File: src/rtl/usb_fifo_pkg.sv
// Shared types for the USB<->Ethernet packet-buffer occupancy logic.
package usb_fifo_pkg;

    localparam int PKT_CNT_WIDTH_DEF = 7;

    typedef enum logic {PKT_IDLE, PKT_ACTIVE} pkt_state_t;
    typedef logic [PKT_CNT_WIDTH_DEF-1:0] cnt_t;

endpackage

File: src/rtl/fifo_flag_gen.sv
// Combinational full/empty/almost flag decode from occupancy counts and depth limit.
// Almost flags are produced only when PKT_FIFO_ALMOST_FLAGS_EN is defined; otherwise tied low.
module fifo_flag_gen #(
    parameter int CNT_WIDTH = 7,
    parameter int AF_MARGIN = 4,
    parameter int AE_MARGIN = 4
) (
    input  logic [CNT_WIDTH-1:0] count,
    input  logic [CNT_WIDTH-1:0] avail,
    input  logic [CNT_WIDTH-1:0] depth_val,
    output logic                 fifo_full,
    output logic                 fifo_empty,
    output logic                 almost_full,
    output logic                 almost_empty
);

    assign fifo_full  = (count >= depth_val);
    assign fifo_empty = (count == '0);

`ifdef PKT_FIFO_ALMOST_FLAGS_EN
    localparam logic [CNT_WIDTH-1:0] AF_V = CNT_WIDTH'(AF_MARGIN);
    localparam logic [CNT_WIDTH-1:0] AE_V = CNT_WIDTH'(AE_MARGIN);

    // Free space saturates at zero when the depth limit is lowered below count.
    logic [CNT_WIDTH-1:0] free_space;
    assign free_space   = (depth_val > count) ? (depth_val - count) : '0;
    assign almost_full  = (free_space <= AF_V);
    assign almost_empty = (avail <= AE_V);
`else
    localparam int UNUSED_MARGINS = AF_MARGIN + AE_MARGIN;
    logic unused_avail;
    assign unused_avail = ^avail;
    assign almost_full  = 1'b0;
    assign almost_empty = 1'b0;
`endif

endmodule

File: src/rtl/pkt_fifo_occupancy_ctrl.sv
// Packet-aware occupancy controller: total/pending counts with start/commit/error framing.
// Optional almost flags enabled by defining PKT_FIFO_ALMOST_FLAGS_EN.
module pkt_fifo_occupancy_ctrl
    import usb_fifo_pkg::*;
#(
    parameter int CNT_WIDTH = 7,
    parameter int AF_MARGIN = 4,
    parameter int AE_MARGIN = 4
) (
    input  logic                 clk,
    input  logic                 n_rst,
    input  logic                 clear,
    input  logic                 push,
    input  logic                 pop,
    input  logic                 start,
    input  logic                 commit,
    input  logic                 error,
    input  logic [CNT_WIDTH-1:0] depth_val,
    output logic [CNT_WIDTH-1:0] count_out,
    output logic [CNT_WIDTH-1:0] avail_count,
    output logic                 pkt_active,
    output logic                 fifo_full,
    output logic                 fifo_empty,
    output logic                 overflow,
    output logic                 underflow,
    output logic                 almost_full,
    output logic                 almost_empty
);

    pkt_state_t           state_q, state_d;
    logic [CNT_WIDTH-1:0] count_q, count_d;
    logic [CNT_WIDTH-1:0] pending_q, pending_d;
    logic                 overflow_q, overflow_d;
    logic                 underflow_q, underflow_d;
    logic                 push_ok, pop_ok, active;
    logic [CNT_WIDTH-1:0] push_inc, pop_dec;

    assign active   = (state_q == PKT_ACTIVE);
    assign push_ok  = push & ~fifo_full;
    assign pop_ok   = pop & (avail_count != '0);
    assign push_inc = CNT_WIDTH'(push_ok);
    assign pop_dec  = CNT_WIDTH'(pop_ok);

    always_comb begin
        state_d     = state_q;
        count_d     = count_q;
        pending_d   = pending_q;
        overflow_d  = 1'b0;
        underflow_d = 1'b0;
        if (clear) begin
            state_d   = PKT_IDLE;
            count_d   = '0;
            pending_d = '0;
        end else if (error && active) begin
            // Rollback drops the packet's entries; any concurrent push is discarded silently.
            count_d     = count_q - pending_q - pop_dec;
            pending_d   = '0;
            state_d     = PKT_IDLE;
            underflow_d = pop & ~pop_ok;
        end else begin
            overflow_d  = push & ~push_ok;
            underflow_d = pop & ~pop_ok;
            count_d     = count_q + push_inc - pop_dec;
            if (start && !error) begin
                state_d   = PKT_ACTIVE;
                pending_d = push_inc;
            end else if (commit && active) begin
                state_d   = PKT_IDLE;
                pending_d = '0;
            end else if (active) begin
                pending_d = pending_q + push_inc;
            end
        end
    end

    always_ff @(posedge clk or negedge n_rst) begin
        if (!n_rst) begin
            state_q     <= PKT_IDLE;
            count_q     <= '0;
            pending_q   <= '0;
            overflow_q  <= 1'b0;
            underflow_q <= 1'b0;
        end else begin
            state_q     <= state_d;
            count_q     <= count_d;
            pending_q   <= pending_d;
            overflow_q  <= overflow_d;
            underflow_q <= underflow_d;
        end
    end

    assign count_out   = count_q;
    assign avail_count = count_q - pending_q;
    assign pkt_active  = active;
    assign overflow    = overflow_q;
    assign underflow   = underflow_q;

    fifo_flag_gen #(
        .CNT_WIDTH (CNT_WIDTH),
        .AF_MARGIN (AF_MARGIN),
        .AE_MARGIN (AE_MARGIN)
    ) u_flags (
        .count        (count_q),
        .avail        (avail_count),
        .depth_val    (depth_val),
        .fifo_full    (fifo_full),
        .fifo_empty   (fifo_empty),
        .almost_full  (almost_full),
        .almost_empty (almost_empty)
    );

endmodule

File: config.mk
export PLATFORM = sky130hd
export DESIGN_NAME = pkt_fifo_occupancy_ctrl
export DESIGN_NICKNAME = d
export VERILOG_FILES = /design/src/rtl/usb_fifo_pkg.sv /design/src/rtl/fifo_flag_gen.sv /design/src/rtl/pkt_fifo_occupancy_ctrl.sv
export SDC_FILE = /design/constraint.sdc
export NUM_CORES = 1
export LEC_CHECK = 0
export CAP_MARGIN = 40
export CELL_PAD_IN_SITES_DETAIL_PLACEMENT = 1
export CELL_PAD_IN_SITES_GLOBAL_PLACEMENT = 2
export CORE_MARGIN = 5
export CORE_UTILIZATION = 34
export CTS_BUF_LIST = sky130_fd_sc_hd__clkbuf_8
export DETAILED_ROUTE_END_ITERATION = 8
export GPL_TIMING_DRIVEN = 0
export HOLD_SLACK_MARGIN = 0.06
export PLACE_DENSITY = 0.95
export SLEW_MARGIN = 20
export SYNTH_ARGS = -nofsm -noshare
export SYNTH_HDL_FRONTEND = slang
export SYNTH_SLANG_ARGS = --single-unit
File: constraint.sdc
create_clock -name clk -period 8.3 [get_ports clk]
set_input_delay 1.66 -clock clk [delete_from_list [all_inputs] [get_ports clk]]
set_output_delay 1.66 -clock clk [all_outputs]
set_load 0.01 [all_outputs]
## Yosys cells after proc, flatten, opt, wreduce, memory -nomap -nowiden

Index checks and enable logic that the tools add are counted.
W data, S select, Z words.

- Register bits: 17
- Output and inout bits: 21
- Bits of input ports: 15

- Multiplexer cells: 14
- Add/sub/neg operators: 5
- $lt $le $gt $ge: 1
- Bitwise operators: 7
- Reduce and logical (&&, ||, !) cells: 8

Operators by type and width:

| operator | count |
|---|---|
| $mux W7 | 7 |
| $add A7 B1 Y7 | 2 |
| $sub A7 B1 Y7 | 2 |
| $ge A7 B7 Y1 | 1 |
| $logic_not A7 Y1 | 1 |
| $mux W1 | 7 |
| $reduce_bool A7 Y1 | 1 |
| $sub A7 B7 Y7 | 1 |
| $reduce_bool A5 Y1 | 1 |
| $and A1 B1 Y1 | 4 |
| $reduce_bool A4 Y1 | 1 |
| $logic_and A1 B1 Y1 | 3 |
| $not A1 Y1 | 3 |
| $logic_not A1 Y1 | 1 |

## Longest topological paths before layout

- Depth after elaboration: 9
- Gate-level depth with buffers: 21
- Depth with buffers taken out: 21

## Modules after synthesis

Synthesis repeated with hierarchy kept, for this count alone.

- Cells, all modules: 201
- Area, all modules: 1707.9 um^2

Modules (own cells, without submodules):

| module | area an instance (um^2) | instances | cells each | seq. area each (um^2) |
|---|---|---|---|---|
| pkt_fifo_occupancy_ctrl | 1501.4 | 1 | 173 | 425.4 |
| fifo_flag_gen | 206.4 | 1 | 28 | 0.0 |

## Least setup slack after synthesis

Ideal clock, no wire load.

- Path type: in2reg
- From: in depth_val[0]
- To: reg count_q[6] (netlist: count_out[6])
- Setup slack: 3.752 ns
- Buffers on the path: 0
- Stages: 18
- Library setup time: 0.094 ns
- Arrival: 4.455 ns
- Cells stage by stage: ha_1 > nand2b_1 > a21o_1 > a21o_1 > a21oi_1 > o21a_1 > nand2_1 > ha_1 > inv_1 > ha_1 > inv_1 > fa_1 > nor2b_1 > o221ai_1 > a21oi_1 > or3b_2 > a21oi_1 > a211oi_1

- Word-level cells in the longest chain between the ends: 7

Ends and longest elaborated chain:

| item | RTL line | text |
|---|---|---|
| start, declared | pkt_fifo_occupancy_ctrl.sv:18 | `input logic [CNT_WIDTH-1:0] depth_val,` |
| $ge A7 B7 Y1 | fifo_flag_gen.sv:17 | `assign fifo_full = (count >= depth_val);` |
| $not A1 Y1 | pkt_fifo_occupancy_ctrl.sv:39 | `assign push_ok = push & ~fifo_full;` |
| $and A1 B1 Y1 | pkt_fifo_occupancy_ctrl.sv:39 |  |
| $add A7 B1 Y7 | pkt_fifo_occupancy_ctrl.sv:63 | `count_d = count_q + push_inc - pop_dec;` |
| $sub A7 B1 Y7 | pkt_fifo_occupancy_ctrl.sv:63 |  |
| $mux W7 | pkt_fifo_occupancy_ctrl.sv:54 | `end else if (error && active) begin` |
| $mux W7 | pkt_fifo_occupancy_ctrl.sv:50 | `if (clear) begin` |
| via count_d[6] | pkt_fifo_occupancy_ctrl.sv:31 | `logic [CNT_WIDTH-1:0] count_q, count_d;` |
| end signal, assigned | pkt_fifo_occupancy_ctrl.sv:85 | `count_q <= count_d;` |
| end, declared | pkt_fifo_occupancy_ctrl.sv:31 |  |

The timed path passes the listed nets, and every way through them passes these cells.
A chain may end at the register's enable or synchronous reset.

## Worst setup path in the final report

- From: in depth_val[0]
- To: out fifo_full

- Word-level cells in the longest chain between the ends: 1

Ends and longest elaborated chain:

| item | RTL line | text |
|---|---|---|
| $ge A7 B7 Y1 | fifo_flag_gen.sv:17 |  |
| end, declared | pkt_fifo_occupancy_ctrl.sv:22 | `output logic fifo_full,` |

No other way between the ends.

==> impl_metrics.csv <==
group,metric,value,unit
status,outcome,"complete, no violations",
pwr,fin_total_pwr,0.000848,W
clock_network,htreeDepth,1,
synth,syn_area_per_cell,8.37,sq um
clock_network,clk_pin_slew,70,ps
global_route,overflow,0,
worst_setup_path,worst_path_largest_cell_delay,490,ps
timing,hold_viol_final,0,
worst_setup_path,end_kind,"output pin",
final_layout,nNetsFinal,293,
worst_setup_path,critPathTopFamily,"buffers and inverters",
drt,via_per_inst,5.08,
global_route,antenna_found_initial,0,
worst_setup_path,crit_buf_inv,3,
synth,seq_area_frac_synth,24.2,%
floorplanning,core_area,5070,sq um
final_layout,final_common_cell,"clkdlybuf4s50_1",
worst_setup_path,cp_max_fo,5,
clock_network,post-cts-setup-buffers,0,
drt,dr.pass1.iters,4,
synth,yosysTopAreaCell,"dfrtp_1",
synth,ys_types,47,
drt,wl_per_cell,14.3,um
synth,synth_area_leaders,"dfrtp_1 (24%), ha_1 (19%), inv_1 (6.8%)",
timing,rsz0062_at_grt,"no",
clock_network,cts_resized,0,
final_layout,drive_above_1_share,6.02,%
timing,fin_crit_sh,65.2,%
timing,clock.fmax,0.185,GHz
clock_network,worstSkewPairLatency,260,ps
synth,synthArstFlopShare,100,%
worst_setup_path,arrival,3750,ps
final_layout,area_growth,27.5,%
floorplanning,dieArea,6700,sq um
timing,clock_skew,6.14,ps
synth,yosys_warnings,0,
drt,antenna_left,0,
synth,ys.flop_type,"dfrtp_1",
placement,place_congestion,0.819,
min_path,min_path_type,"reg2reg",
global_route,grt_pass1_wl,7.67,mm
final_layout,final_cell_mix,"clkdlybuf4s50_1 (33), inv_1 (32), ha_1 (26), dfrtp_1 (17)",
floorplanning,rows,26,
run,cap_violations,0,
floorplanning,ios,36,
drt,drt-total-wl,4.56,mm
synth,synth_seq_cells,17,
timing,setup_violations,0,
floorplanning,die_y,81.9,um
drt,drt_iter0_drc,46,
drt,vias,1620,
global_route,grt_pass1_vias,1685,
clock_network,cts_sinks,17,
min_path,hp-start,"pending_q[6]",
clock_network,cts_root_buf,"clkbuf_8",
timing,fin_tns_setup,0,ps
final_layout,n_antenna_cell,0,
worst_setup_path,path_cells,"clkdlybuf4s50_1 > ha_1 > nand2b_1 > a21o_1 > a21o_1 > a21oi_1 > o21a_1 > inv_1 > clkdlybuf4s50_1",
worst_setup_path,r2r_start,"count_out[0]",
drt,drc,0,
placement,post-dp-hpwl,3.88,mm
clock_network,cts_tree,"yes",
synth,syn_inst,210,
floorplanning,start_util,34.6,%
global_route,grtUsageTotal,14.9,%
clock_network,hold_buffers,0,
timing,slew_violations,0,
global_route,grt_max_degree,15,
pwr,leakage,1.03,nW
worst_setup_path,required,6640,ps
clock_network,numCtsBuffers,3,
worst_setup_path,cp-start-kind,"input pin",
pwr,peakVddDrop,0.220,mV
synth,synth_top_area_share,24.2,%
synth,synth_edf_count,0,
worst_setup_path,criticalPathCategory,"in2out",
worst_setup_path,crit_slowest_cell,"clkdlybuf4s50_1",
pwr,powerDensity,379,nW/um^2
timing,post-route-min-period,5410,ps
placement,port_buffers,33,
clock_network,ctsLongestPathBuffers,2,
synth,synth_area,1760,sq um
floorplanning,dieWidth,81.9,um
worst_setup_path,startpoint,"depth_val[0]",
[Yosys cell counts (all sizes together) (3+ instances only)]
master,instances
ha,26
nand4,3
nor3,7
buf,5
dfrtp,17
xor2,3
and2,4
xnor2,14
inv,33
a211oi,8
a21o,5
clkbuf,3
a21oi,15
nand2,9
nor2b,5
nor2,15
o21ai,5
[metrics by stage]
stage	utilization [%]	hold WS [ps]	setup slack (ps)	std cells	area, sq um
floorplan	-	529	3750	211	1760
global placement	42.9	549	2870	314	2180
detailed placement	43.2	584	2860	315	2190
CTS	44.1	596	2850	319	2240
global route	44.1	611	2770	319	2240
finish	44.1	580	2890	319	2240
[path summary, 6_finish.rpt]
kind                       slack (ps)  cells past startpoint           end
setup / recovery                 2890                      9     fifo_full
hold / removal                    580                      2  pending_q[6]
setup reg to reg                 3620                     21  count_out[6]
hold reg to reg                   580                      2  pending_q[6]
max in group asynchronous        6280                      2  count_out[5]
min in group asynchronous        1630                      1  pending_q[4]
[routing by layer]
metal / track usage [%] / vias up / routed length [um] / share of wire [%]
li1: - / 798 / - / -
met1: 17.5 / 795 / 2020 / 44
met2: 27.8 / 23 / 2340 / 51
met3: 1.75 / 4 / 148 / 3.2
met4: 4.82 / 0 / 48 / 1.1
met5: 0 / - / 0 / 0
[power by group]
| part | leakage (nW) | total, W | switching, W | internal [W] |
|---|---|---|---|---|
| Combinational | 0.779 | 0.000652 | 0.000334 | 0.000319 |
| Sequential | 0.228 | 0.000133 | 0.0000321 | 0.000101 |
| Clock | 0.0255 | 0.0000629 | 0.0000295 | 0.0000333 |
[registers in the layout, indices dropped and copies added, names as in the netlist]
name / flops
underflow: 1
pkt_active: 1
pending_q: 7
count_out: 7
overflow: 1
[tightest hold or removal path, cell delays in order, from the launching register on]
cell and delay (ps):
dfrtp_1 390, xnor2_1 130, nor2_1 40
[cell type report]
| class | count | area (sq um) |
|---|---|---|
| Buffer | 8 | 41.3 |
| Inverter | 33 | 124 |
| Clock buffer | 3 | 41.3 |
| Timing Repair Buffer | 34 | 345 |
| Multi-Input combinational cell | 153 | 1170 |
| Fill cell | 635 | 2840 |
| Tap cell | 70 | 87.6 |
| Clock inverter | 1 | 5.00 |
| Sequential cell | 17 | 425 |
[cells by family after synthesis]
logic type	synth area share [%]
AOI/OAI and AO/OA	18.7
xor gates and xnor gates	8.90
adders and majority gates	20.8
buffers and inverters	9.40
DFF	24.2
other	0.213
and+or+nand+nor	17.7
No activity file was read; power rests on OpenSTA's default activity.
